`src/rtl/alu_pkg.sv`:
```
// Shared ALU definitions: default datapath width and the condition-flag bundle.
package alu_pkg;

  localparam int WIDTH_DEF = 64;

  typedef struct packed {
    logic negative;
    logic zero;
    logic overflow;
    logic carry_out;
  } flags_t;

  // Flags matching a cleared result register.
  localparam flags_t FLAGS_RST = '{negative: 1'b0, zero: 1'b1, overflow: 1'b0, carry_out: 1'b0};

endpackage

```
`src/rtl/fa1_bit.sv`:
```
// One-bit full adder, the ripple-chain cell.
// Latency: combinational. Backpressure: none.
// Pure combinational cell; no state.
module fa1_bit (
  input  logic a,
  input  logic b,
  input  logic cin,
  output logic sum,
  output logic cout
);

  assign sum  = a ^ b ^ cin;
  assign cout = (a & b) | (a & cin) | (b & cin);

endmodule

```
`src/rtl/check_zero.sv`:
```
// Registered ripple add with N/Z/V/C flags; CHECK_ZERO_SUB_EN adds a subtract input.
// Latency: 1 cycle. Backpressure: none, accepts a new operand pair every cycle.
// in_valid low holds result/flags and clears out_valid.
module check_zero
  import alu_pkg::*;
#(
  parameter int WIDTH = WIDTH_DEF
) (
  input  logic             clk,
  input  logic             reset,
  input  logic             in_valid,
  input  logic [WIDTH-1:0] A,
  input  logic [WIDTH-1:0] B,
`ifdef CHECK_ZERO_SUB_EN
  input  logic             sub,
`endif
  output logic             out_valid,
  output logic [WIDTH-1:0] result,
  output logic             negative,
  output logic             zero,
  output logic             overflow,
  output logic             carry_out
);

  localparam int LEVELS = (WIDTH > 1) ? $clog2(WIDTH) : 1;
  localparam int PW     = 1 << LEVELS;

  logic [WIDTH-1:0] b_eff;
  logic             carry_in0;
  logic [WIDTH-1:0] sum;
  logic             msb_cin;
  logic             msb_cout;
  flags_t           flags_nxt;
  flags_t           flags_q;

`ifdef CHECK_ZERO_SUB_EN
  // Two's-complement subtract: invert B and inject a carry at bit 0.
  assign b_eff     = B ^ {WIDTH{sub}};
  assign carry_in0 = sub;
`else
  assign b_eff     = B;
  assign carry_in0 = 1'b0;
`endif

  // Each stage owns its carry signals so the chain is a string of distinct nets.
  for (genvar i = 0; i < WIDTH; i++) begin : g_stage
    logic ci;
    logic co;
    if (i == 0) begin : g_first
      assign ci = carry_in0;
    end else begin : g_next
      assign ci = g_stage[i-1].co;
    end
    fa1_bit u_fa (
      .a    (A[i]),
      .b    (b_eff[i]),
      .cin  (ci),
      .sum  (sum[i]),
      .cout (co)
    );
  end

  assign msb_cin  = g_stage[WIDTH-1].ci;
  assign msb_cout = g_stage[WIDTH-1].co;

  // Balanced OR tree; leaves beyond WIDTH are padded with 0.
  for (genvar l = 0; l <= LEVELS; l++) begin : g_lvl
    logic [(PW >> l)-1:0] node;
    if (l == 0) begin : g_leaf
      for (genvar j = 0; j < PW; j++) begin : g_bit
        if (j < WIDTH) begin : g_use
          assign node[j] = sum[j];
        end else begin : g_pad
          assign node[j] = 1'b0;
        end
      end
    end else begin : g_or
      for (genvar k = 0; k < (PW >> l); k++) begin : g_pair
        assign node[k] = g_lvl[l-1].node[2*k] | g_lvl[l-1].node[2*k+1];
      end
    end
  end

  always_comb begin
    flags_nxt           = FLAGS_RST;
    flags_nxt.negative  = sum[WIDTH-1];
    flags_nxt.zero      = ~g_lvl[LEVELS].node[0];
    flags_nxt.overflow  = msb_cin ^ msb_cout;
    flags_nxt.carry_out = msb_cout;
  end

  always_ff @(posedge clk or posedge reset) begin
    if (reset) begin
      out_valid <= 1'b0;
      result    <= '0;
      flags_q   <= FLAGS_RST;
    end else begin
      out_valid <= in_valid;
      if (in_valid) begin
        result  <= sum;
        flags_q <= flags_nxt;
      end
    end
  end

  assign negative  = flags_q.negative;
  assign zero      = flags_q.zero;
  assign overflow  = flags_q.overflow;
  assign carry_out = flags_q.carry_out;

endmodule

```
`config.mk`:
```
export PLATFORM = sky130hd
export DESIGN_NAME = check_zero
export DESIGN_NICKNAME = d
export VERILOG_FILES = /design/src/rtl/alu_pkg.sv /design/src/rtl/fa1_bit.sv /design/src/rtl/check_zero.sv
export SDC_FILE = /design/constraint.sdc
export NUM_CORES = 1
export LEC_CHECK = 0
export ABC_CLOCK_PERIOD_IN_PS = 2450
export CAP_MARGIN = 20
export CORE_AREA = 2 2 102 104
export CTS_CLUSTER_SIZE = 24
export DETAILED_ROUTE_END_ITERATION = 10
export DIE_AREA = 0 0 104 106
export PLACE_DENSITY = 0.8
export SLEW_MARGIN = 20
export SYNTH_ARGS = -nofsm -noshare
export SYNTH_HDL_FRONTEND = slang
export SYNTH_SLANG_ARGS = --single-unit
```
`constraint.sdc`:
```
create_clock -name clk -period 2.45 [get_ports clk]
set_input_delay 0.3675 -clock clk [delete_from_list [all_inputs] [get_ports clk]]
set_output_delay 0.3675 -clock clk [all_outputs]
set_load 0.02 [all_outputs]
```
======== Word level (Yosys, flattened, before mapping) ========
Index checks and enable logic that the tools add are counted.
storage, ports and cells
  flip-flop bits (word level) ............. 69
  input port bits ......................... 131
  logic and storage cells ................. 514
cells by class
  bitwise logic cells ..................... 508
operators by type and width
  cell           number
  $and A1 B1 Y1  190
  $or A1 B1 Y1   189
  $xor A1 B1 Y1  128
  $not A1 Y1     1

======== Logic depth before layout (Yosys ltp) ========
Gate-level depths: netlist (run 1).
  word-level depth ........................ 195
  depth in mapped cells ................... 68
  depth with buffers taken out ............ 68

======== Cells and area by module ========
From an unflattened synthesis (run 1), not the netlist that was laid out.
second synthesis, totals
  cells, all modules ...................... 236
  area, all modules ....................... 3970.1 um2
by module, submodules not included
  module      instances  cells each  area an instance (um2)  seq. area each (um2)
  check_zero  1          172         2688.8                  1702.9
  fa1_bit     64         1           20.0                    0.0

======== Worst setup path before layout (run 1) ========
OpenSTA, ideal clock, no wires.
  path kind ............................... input -> register
  start point ............................. input A[0]
  end point ............................... register flags_q, in the netlist zero
  arrival time ............................ 25.076 ns
  required time ........................... 2.375 ns
  slack ................................... -22.701 ns
  cell stages on the path ................. 67
  cell sequence ........................... ha_1 fa_1 fa_1 fa_1 fa_1 fa_1 fa_1 fa_1 fa_1 fa_1 fa_1 fa_1 fa_1 fa_1 fa_1 fa_1 fa_1 fa_1 [... 31 more ...] fa_1 fa_1 fa_1 fa_1 fa_1 fa_1 fa_1 fa_1 fa_1 fa_1 fa_1 fa_1 fa_1 fa_1 nor4_1 nand4_1 or4_1 o22ai_2
RTL lines
  item                            line               source
  start, declared                 check_zero.sv:12   input logic [WIDTH-1:0] A,
  $and A1 B1 Y1 (*)               fa1_bit.sv:13      assign cout = (a & b) | (a & cin) | (b & cin);
  $and A1 B1 Y1                   fa1_bit.sv:13
  $or A1 B1 Y1                    fa1_bit.sv:13
  $or A1 B1 Y1 (*)                fa1_bit.sv:13
  $and A1 B1 Y1                   fa1_bit.sv:13
  $or A1 B1 Y1                    fa1_bit.sv:13
  $or A1 B1 Y1 (*)                fa1_bit.sv:13
  $and A1 B1 Y1                   fa1_bit.sv:13
  [... 172 more ...]              -
  $or A1 B1 Y1 (*)                fa1_bit.sv:13
  $and A1 B1 Y1                   fa1_bit.sv:13
  $or A1 B1 Y1                    fa1_bit.sv:13
  $or A1 B1 Y1 (*)                fa1_bit.sv:13
  $xor A1 B1 Y1 (*)               fa1_bit.sv:12      assign sum = a ^ b ^ cin;
  via g_stage[62].u_fa.sum        fa1_bit.sv:8       output logic sum,
  $or A1 B1 Y1 (*) (6 in series)  check_zero.sv:79   assign node[k] = g_lvl[l-1].node[2*k] | g_lvl[l-1].node[2*k+1];
  $not A1 Y1 (*)                  check_zero.sv:87   flags_nxt.zero = ~g_lvl[LEVELS].node[0];
  end signal, assigned            check_zero.sv:101  flags_q <= flags_nxt;
  end, declared                   check_zero.sv:34   flags_t flags_q;
Mark *: on every way through the listed nets, which the timed path passes. The rest lies on a longest branch.
A chain may end at the register's enable or synchronous reset.

======== Worst setup path after layout (run 1) ========
Ends and elaborated chain as after synthesis.

==> out/results.ini, run 1 <==
[cells_and_area]
final-instance-count-excl-fill = 590
area_growth_pct = 71.4
layout.nets = 645
finalInstanceArea_um2 = 6770
diodes = 0
drive_gt1_share_pct = 36.3

[pwr]
combPwrFrac_pct = 47.9
vdd_drop_max_mv = 0.341
p_clk_share_pct = 17.9
switchingPower_uw = 1460
p_int_uw = 3070
power_density_nw_per_um2 = 669
p_sw_share_pct = 32.3
pwr-share-seq_pct = 34.2
total_leakage_power_uw = 0.00270

[sta]
finClkSkew_ns = 0
rsz0062_at_grt = true
setup-tns-final_ns = -664.06
finalMaxSlewViolations = 0
fmax_mhz = 43.2
finalCritPeriodShare_pct = 944
setup_violations = 62
tightest_slew_ns = 0.551
hold_violations = 0
maxSlewHeadroom_pct = 63.2
min_period_ns = 23.13
timing.final.ws_setup_ns = -20.68

[synth]
yosysWarnings = 0
synthArstFlopShare_pct = 100
synth_seq_cells = 68
synth.largest_area_cell = dfrtp_1
ys_seq_area_share_pct = 43.1
synthTopCellsByArea = dfrtp_1 (42%), fa_1 (32%), mux2_2 (18%)
synthCells = 239
yosys.area.top_type_share_pct = 42.4
synth_area_um2 = 3950
syn_nets = 434
synth_edf_count = 0
yosysMostFrequentCell = dfrtp_1
syn_avg_cell_area_um2 = 16.5
synthFlopType = dfrtp_1
synth.distinct_cells = 20
synth_common_cells = dfrtp_1 (67), mux2_2 (64), fa_1 (63), nor4_1 (13), buf_2 (8)

[detailed_routing]
firstDrtPassIters = 4
ant_nets = 0
dr.first_iter.drc_count = 47
wire_per_inst_um = 17.7
routed_wl_mm = 10.5
num_vias = 2823
routed_via_density = 4.78
drc = 0

[critical_path]
critPathMostFrequentCell = fa_2
worst-setup-path-type = in2reg
cp-start-kind = input port
r2r_cells = 1
critPathCaptureType = flop
path_max_fanout = 2
cpMaxStageDelayCell = fa_2
max_stage_delay_ns = 0.46
required_ns = 2.71
arrival_ns = 23.38

[die]
rows = 37
die_area_um2 = 11000
die_w_um = 104
io_pins = 200
die_h_um = 106
start_util_pct = 39.5
core_um2 = 10000

[placement]
place_worst_setup_slack_ns = -21.48
numPortBuffers = 199
place_congestion = 0.783
dpl-instance-area_um2 = 6530
dp_hpwl_mm = 8.40
dp_cells = 573

[clock_network]
cts_sinks = 68
htreeDepth = 3
cts_buffers = 9
clock_path_buffers = 2
cts_hold_buf = 0
cts_tree = built
root_buffer = clkbuf_8
clk_pin_slew_ns = 0.07
insertion_delay_ns = 0.33

[min_path]
holdPathStages = 3
hp-class = in2reg

[grt]
overflow = 0
grt_pass1_wl_mm = 17.3
grt_use_total_pct = 20.3
antenna_found_initial = 0
grt_pass1_vias = 3331
grt_max_degree = 71

[status]
outcome = complete, but fails checks
violations = setup timing

[run]
max-cap-violations = 0

==> metal layers <==
metal | up-vias | routed length, um | track usage, %
li1 | 1244 | - | -
met3 | 24 | 810 | 6.99
met2 | 135 | 5400 | 35.1
met5 | - | 0 | 0
met4 | 0 | 277 | 7.34
met1 | 1420 | 3980 | 23.7
==> layout by cell type, fill, tap and decap left out, types with 3 or more instances in the layout <==
master           netlist  layout
fa_2                   0      63
buf_4                  1       3
dfrtp_1               67      67
clkdlybuf4s50_1        0     194
nor4_1                13      12
mux2_2                64       6
nand4_1                3       3
nor2_1                 3       3
clkbuf_8               0      11
buf_6                  0       8
inv_1                  5       3
mux2_4                 0      58
==> power by group through the flow <==
stage	Combinational, uW	Sequential [uW]	Clock [uW]
floorplan	752	1880	0
global placement	2100	1550	0
detailed placement	2140	1560	0
CTS	2190	1550	833
global route	2320	1590	894
finish	2170	1550	812
==> worst max-delay path, delay by kind of cell <==
family | cells | cell delay [ns]
buffers and inverters | 1 | 0.10
and+or+nand+nor | 3 | 0.83
adders and majority gates | 63 | 21.98
AOI/OAI and AO/OA | 1 | 0.10
==> metrics by stage <==
step                utilization (%)  hold slack (ns)  total power (uW)
floorplan                         -            0.399              2640
global placement               65.3            0.476              3660
detailed placement             65.3            0.481              3700
CTS                            67.6            0.380              4580
global route                   67.7            0.387              4800
finish                         67.7            0.392              4530
==> final cells by class <==
| class | count | area [um2] |
|---|---|---|
| timing repair buffer | 209 | 2110 |
| clock inverter | 2 | 10.0 |
| sequential | 68 | 1700 |
| fill | 711 | 3230 |
| clock buffer | 13 | 159 |
| multi-input combinational | 157 | 2600 |
| inverter | 5 | 18.8 |
| tap | 136 | 170 |
==> flip-flops by register name, indices dropped and copies added (netlist names) <==
name,cells
result,64
out_valid,1
carry_out,1
zero,1
overflow,1
==> cell families (layout without fill, tap and decap cells) <==
group	after synthesis	in the layout	synth area share, %
xor+xnor	1	1	0.222
mux	64	64	18.2
fa+ha+maj	64	64	32.2
flops	68	68	43.1
compound gates	3	3	0.570
simple gates	25	25	3.96
buf+inv	14	229	1.68
==> timing repair <==
item	in CTS	in global routing
gates resized for setup	25	3
endpoints found under the setup margin	63	62
endpoints found under the hold margin	0	0
setup buffers	1	1
pin swaps	7	2
==> worst paths after layout <==
path,endpoint,startpoint,slack [ns]
min in group asynchronous,result[0],reset,0.44
setup reg to reg,result[51],result[51],1.66
hold reg to reg,zero,zero,0.49
setup / recovery,zero,A[0],-20.68
hold / removal,result[0],B[0],0.39
max in group asynchronous,zero,reset,1.69
Note: power is estimated with default switching activity, not from simulation.
==> run 2: changes to the inputs <==
Settings changed: CORE_AREA 2 2 102 104 to 2 2 113 93, DIE_AREA 0 0 104 106 to 0 0 115 95, PLACE_DENSITY 0.8 to 0.81, RECOVER_POWER set to 25.
==> out/results.ini, run 2 (synthesized netlist as in run 1, its figures left out) <==
[grt]
antenna_found_initial = 0  ; unchanged
grt_pass1_vias = 3367  ; +1.1%
grt_max_degree = 71  ; unchanged
grt_pass1_wl_mm = 17.3  ; about the same
grt_use_total_pct = 21.4  ; +1.1 points
overflow = 0  ; unchanged

[critical_path]
critPathCaptureType = flop
max_stage_delay_ns = 0.51  ; +0.05 ns
path_max_fanout = 2  ; unchanged
path_delay_family = adder cells
cp-start-kind = input port
path_buf_inv = 2  ; +1
arrival_ns = 23.51  ; +0.13 ns
required_ns = 2.70  ; about the same
worst-setup-path-type = in2reg
critPathMostFrequentCell = fa_2
cpMaxStageDelayCell = or4_4

[clock_network]
root_buffer = clkbuf_16
cts_hold_buf = 0  ; unchanged
clock_path_buffers = 2  ; unchanged
cts_buffers = 9  ; unchanged
insertion_delay_ns = 0.32  ; about the same
clk_pin_slew_ns = 0.06  ; about the same
cts_tree = built
htreeDepth = 3  ; unchanged
cts_sinks = 68  ; unchanged

[cells_and_area]
drive_gt1_share_pct = 37.4  ; +1.0 points
mostFrequentLayoutCells = clkdlybuf4s50_1 (193), dfrtp_1 (67), fa_2 (63), mux2_4 (58)
largest_reg_flops = 64  ; unchanged
regMostFlops = result
final_common_cell = clkdlybuf4s50_1
layout.nets = 651  ; +0.93%
diodes = 0  ; unchanged
area_growth_pct = 74.7

[sta]
fmax_mhz = 43.0  ; -0.57%
finalCritPeriodShare_pct = 949  ; +5.4 points
maxSlewHeadroom_pct = -10.5  ; -74 points
tightest_slew_ns = 1.66  ; +1.11 ns
finalMaxSlewViolations = 69  ; +69
hold_violations = 0  ; unchanged
min_period_ns = 23.26  ; +0.133 ns
setup_violations = 62  ; unchanged
timing.final.ws_setup_ns = -20.81  ; -0.133 ns
setup-tns-final_ns = -669.55  ; -5.49 ns
rsz0062_at_grt = true
finClkSkew_ns = 0  ; unchanged

[detailed_routing]
routed_via_density = 4.98  ; +4.0%
dr.first_iter.drc_count = 71  ; +51%
firstDrtPassIters = 4  ; unchanged
routed_wl_mm = 11.1  ; +6.5%
drc = 0  ; unchanged
wire_per_inst_um = 19.1  ; +7.9%
num_vias = 2897  ; +2.6%
ant_nets = 0  ; unchanged

[run]
max-cap-violations = 1  ; +1

[min_path]
hp-class = in2reg

[placement]
place_congestion = 0.763  ; -2.5%
numPortBuffers = 199  ; unchanged
dp_hpwl_mm = 8.90  ; +5.9%

[status]
violations = capacitance limit, slew limit, setup timing
outcome = complete, but fails checks

[die]
rows = 33  ; -11%
start_util_pct = 39.9  ; +0.36 points
die_area_um2 = 10900  ; -0.90%
io_pins = 200  ; unchanged
die_h_um = 95  ; -10%
die_w_um = 115  ; +11%
core_um2 = 9910  ; -0.90%

[pwr]
vdd_drop_max_mv = 0.285  ; -16%
power_density_nw_per_um2 = 712  ; +6.4%
total_power_uw = 4920  ; +8.5%
total_leakage_power_uw = 0.00277  ; +2.5%

## run 2: changes by cell type in the layout (fill, tap and decap cells not counted), moves of 2 or more
cell and delta:
clkbuf_8 -11, buf_6 +4, buf_4 +2, clkinvlp_4 +2, clkbuf_16 +9
## run 2: metrics by stage
step / util [%] / hold slack [ns] / std cells / worst slack (ns) / instance area [um2]
final: 69.7 / 0.407 / 582 / -20.81 / 6900
after global routing: 69.7 / 0.400 / 582 / -21.22 / 6900
after CTS: 69.4 / 0.400 / 581 / -20.87 / 6880
after detailed placement: 66.2 / 0.479 / 565 / -21.49 / 6560
after global placement: 66.2 / 0.476 / 565 / -21.22 / 6560
after floorplan: - / 0.399 / 239 / -20.08 / 4340
## run 2: path summary, 6_finish.rpt
| check | start | end | slack (ns) | cells after the start |
|---|---|---|---|---|
| worst max register to register | result[6] | result[6] | 1.67 | 1 |
| worst max-delay path | B[0] | zero | -20.81 | 69 |
| max in group asynchronous | reset | result[19] | 0.38 | 3 |
| worst min-delay path | A[0] | result[0] | 0.41 | 3 |
| min in group asynchronous | reset | result[33] | 1.07 | 3 |
| worst min register to register | zero | zero | 0.49 | 2 |
## run 2: timing repair
item | 4_1_cts | 5_1_grt
pin swaps | 6 | 6
buffers inserted | 1 | 3
resized for setup | 26 | 7
setup endpoints to repair | 63 | 62
## run 2: report_power, final
part           switching, uW  leakage (uW)  internal, uW
sequential               162      0.000793          1390
combinational            936       0.00185          1290
clock                    459      0.000124           673
## run 2: cell type report
type | instances | area, um2
Fill cell | 681 | 3010
Multi-Input combinational cell | 157 | 2610
Timing Repair Buffer | 215 | 2160
Sequential cell | 68 | 1700
Clock buffer | 10 | 229
Tap cell | 122 | 153
Clock inverter | 5 | 30.0
Inverter | 5 | 18.8
## run 2: tightest hold or removal path, cell delays in order
cell and delay [ns]:
buf_6 0.08, ha_4 0.12, mux2_2 0.13
## run 2: metal layers
layer | share of wire [%] | global-route usage [%] | vias up
li1 | - | - | 1263
met2 | 51 | 35.3 | 139
met5 | 0 | 0 | -
met4 | 1.5 | 5.82 | 0
met3 | 7.4 | 7.32 | 17
met1 | 40 | 27.2 | 1478
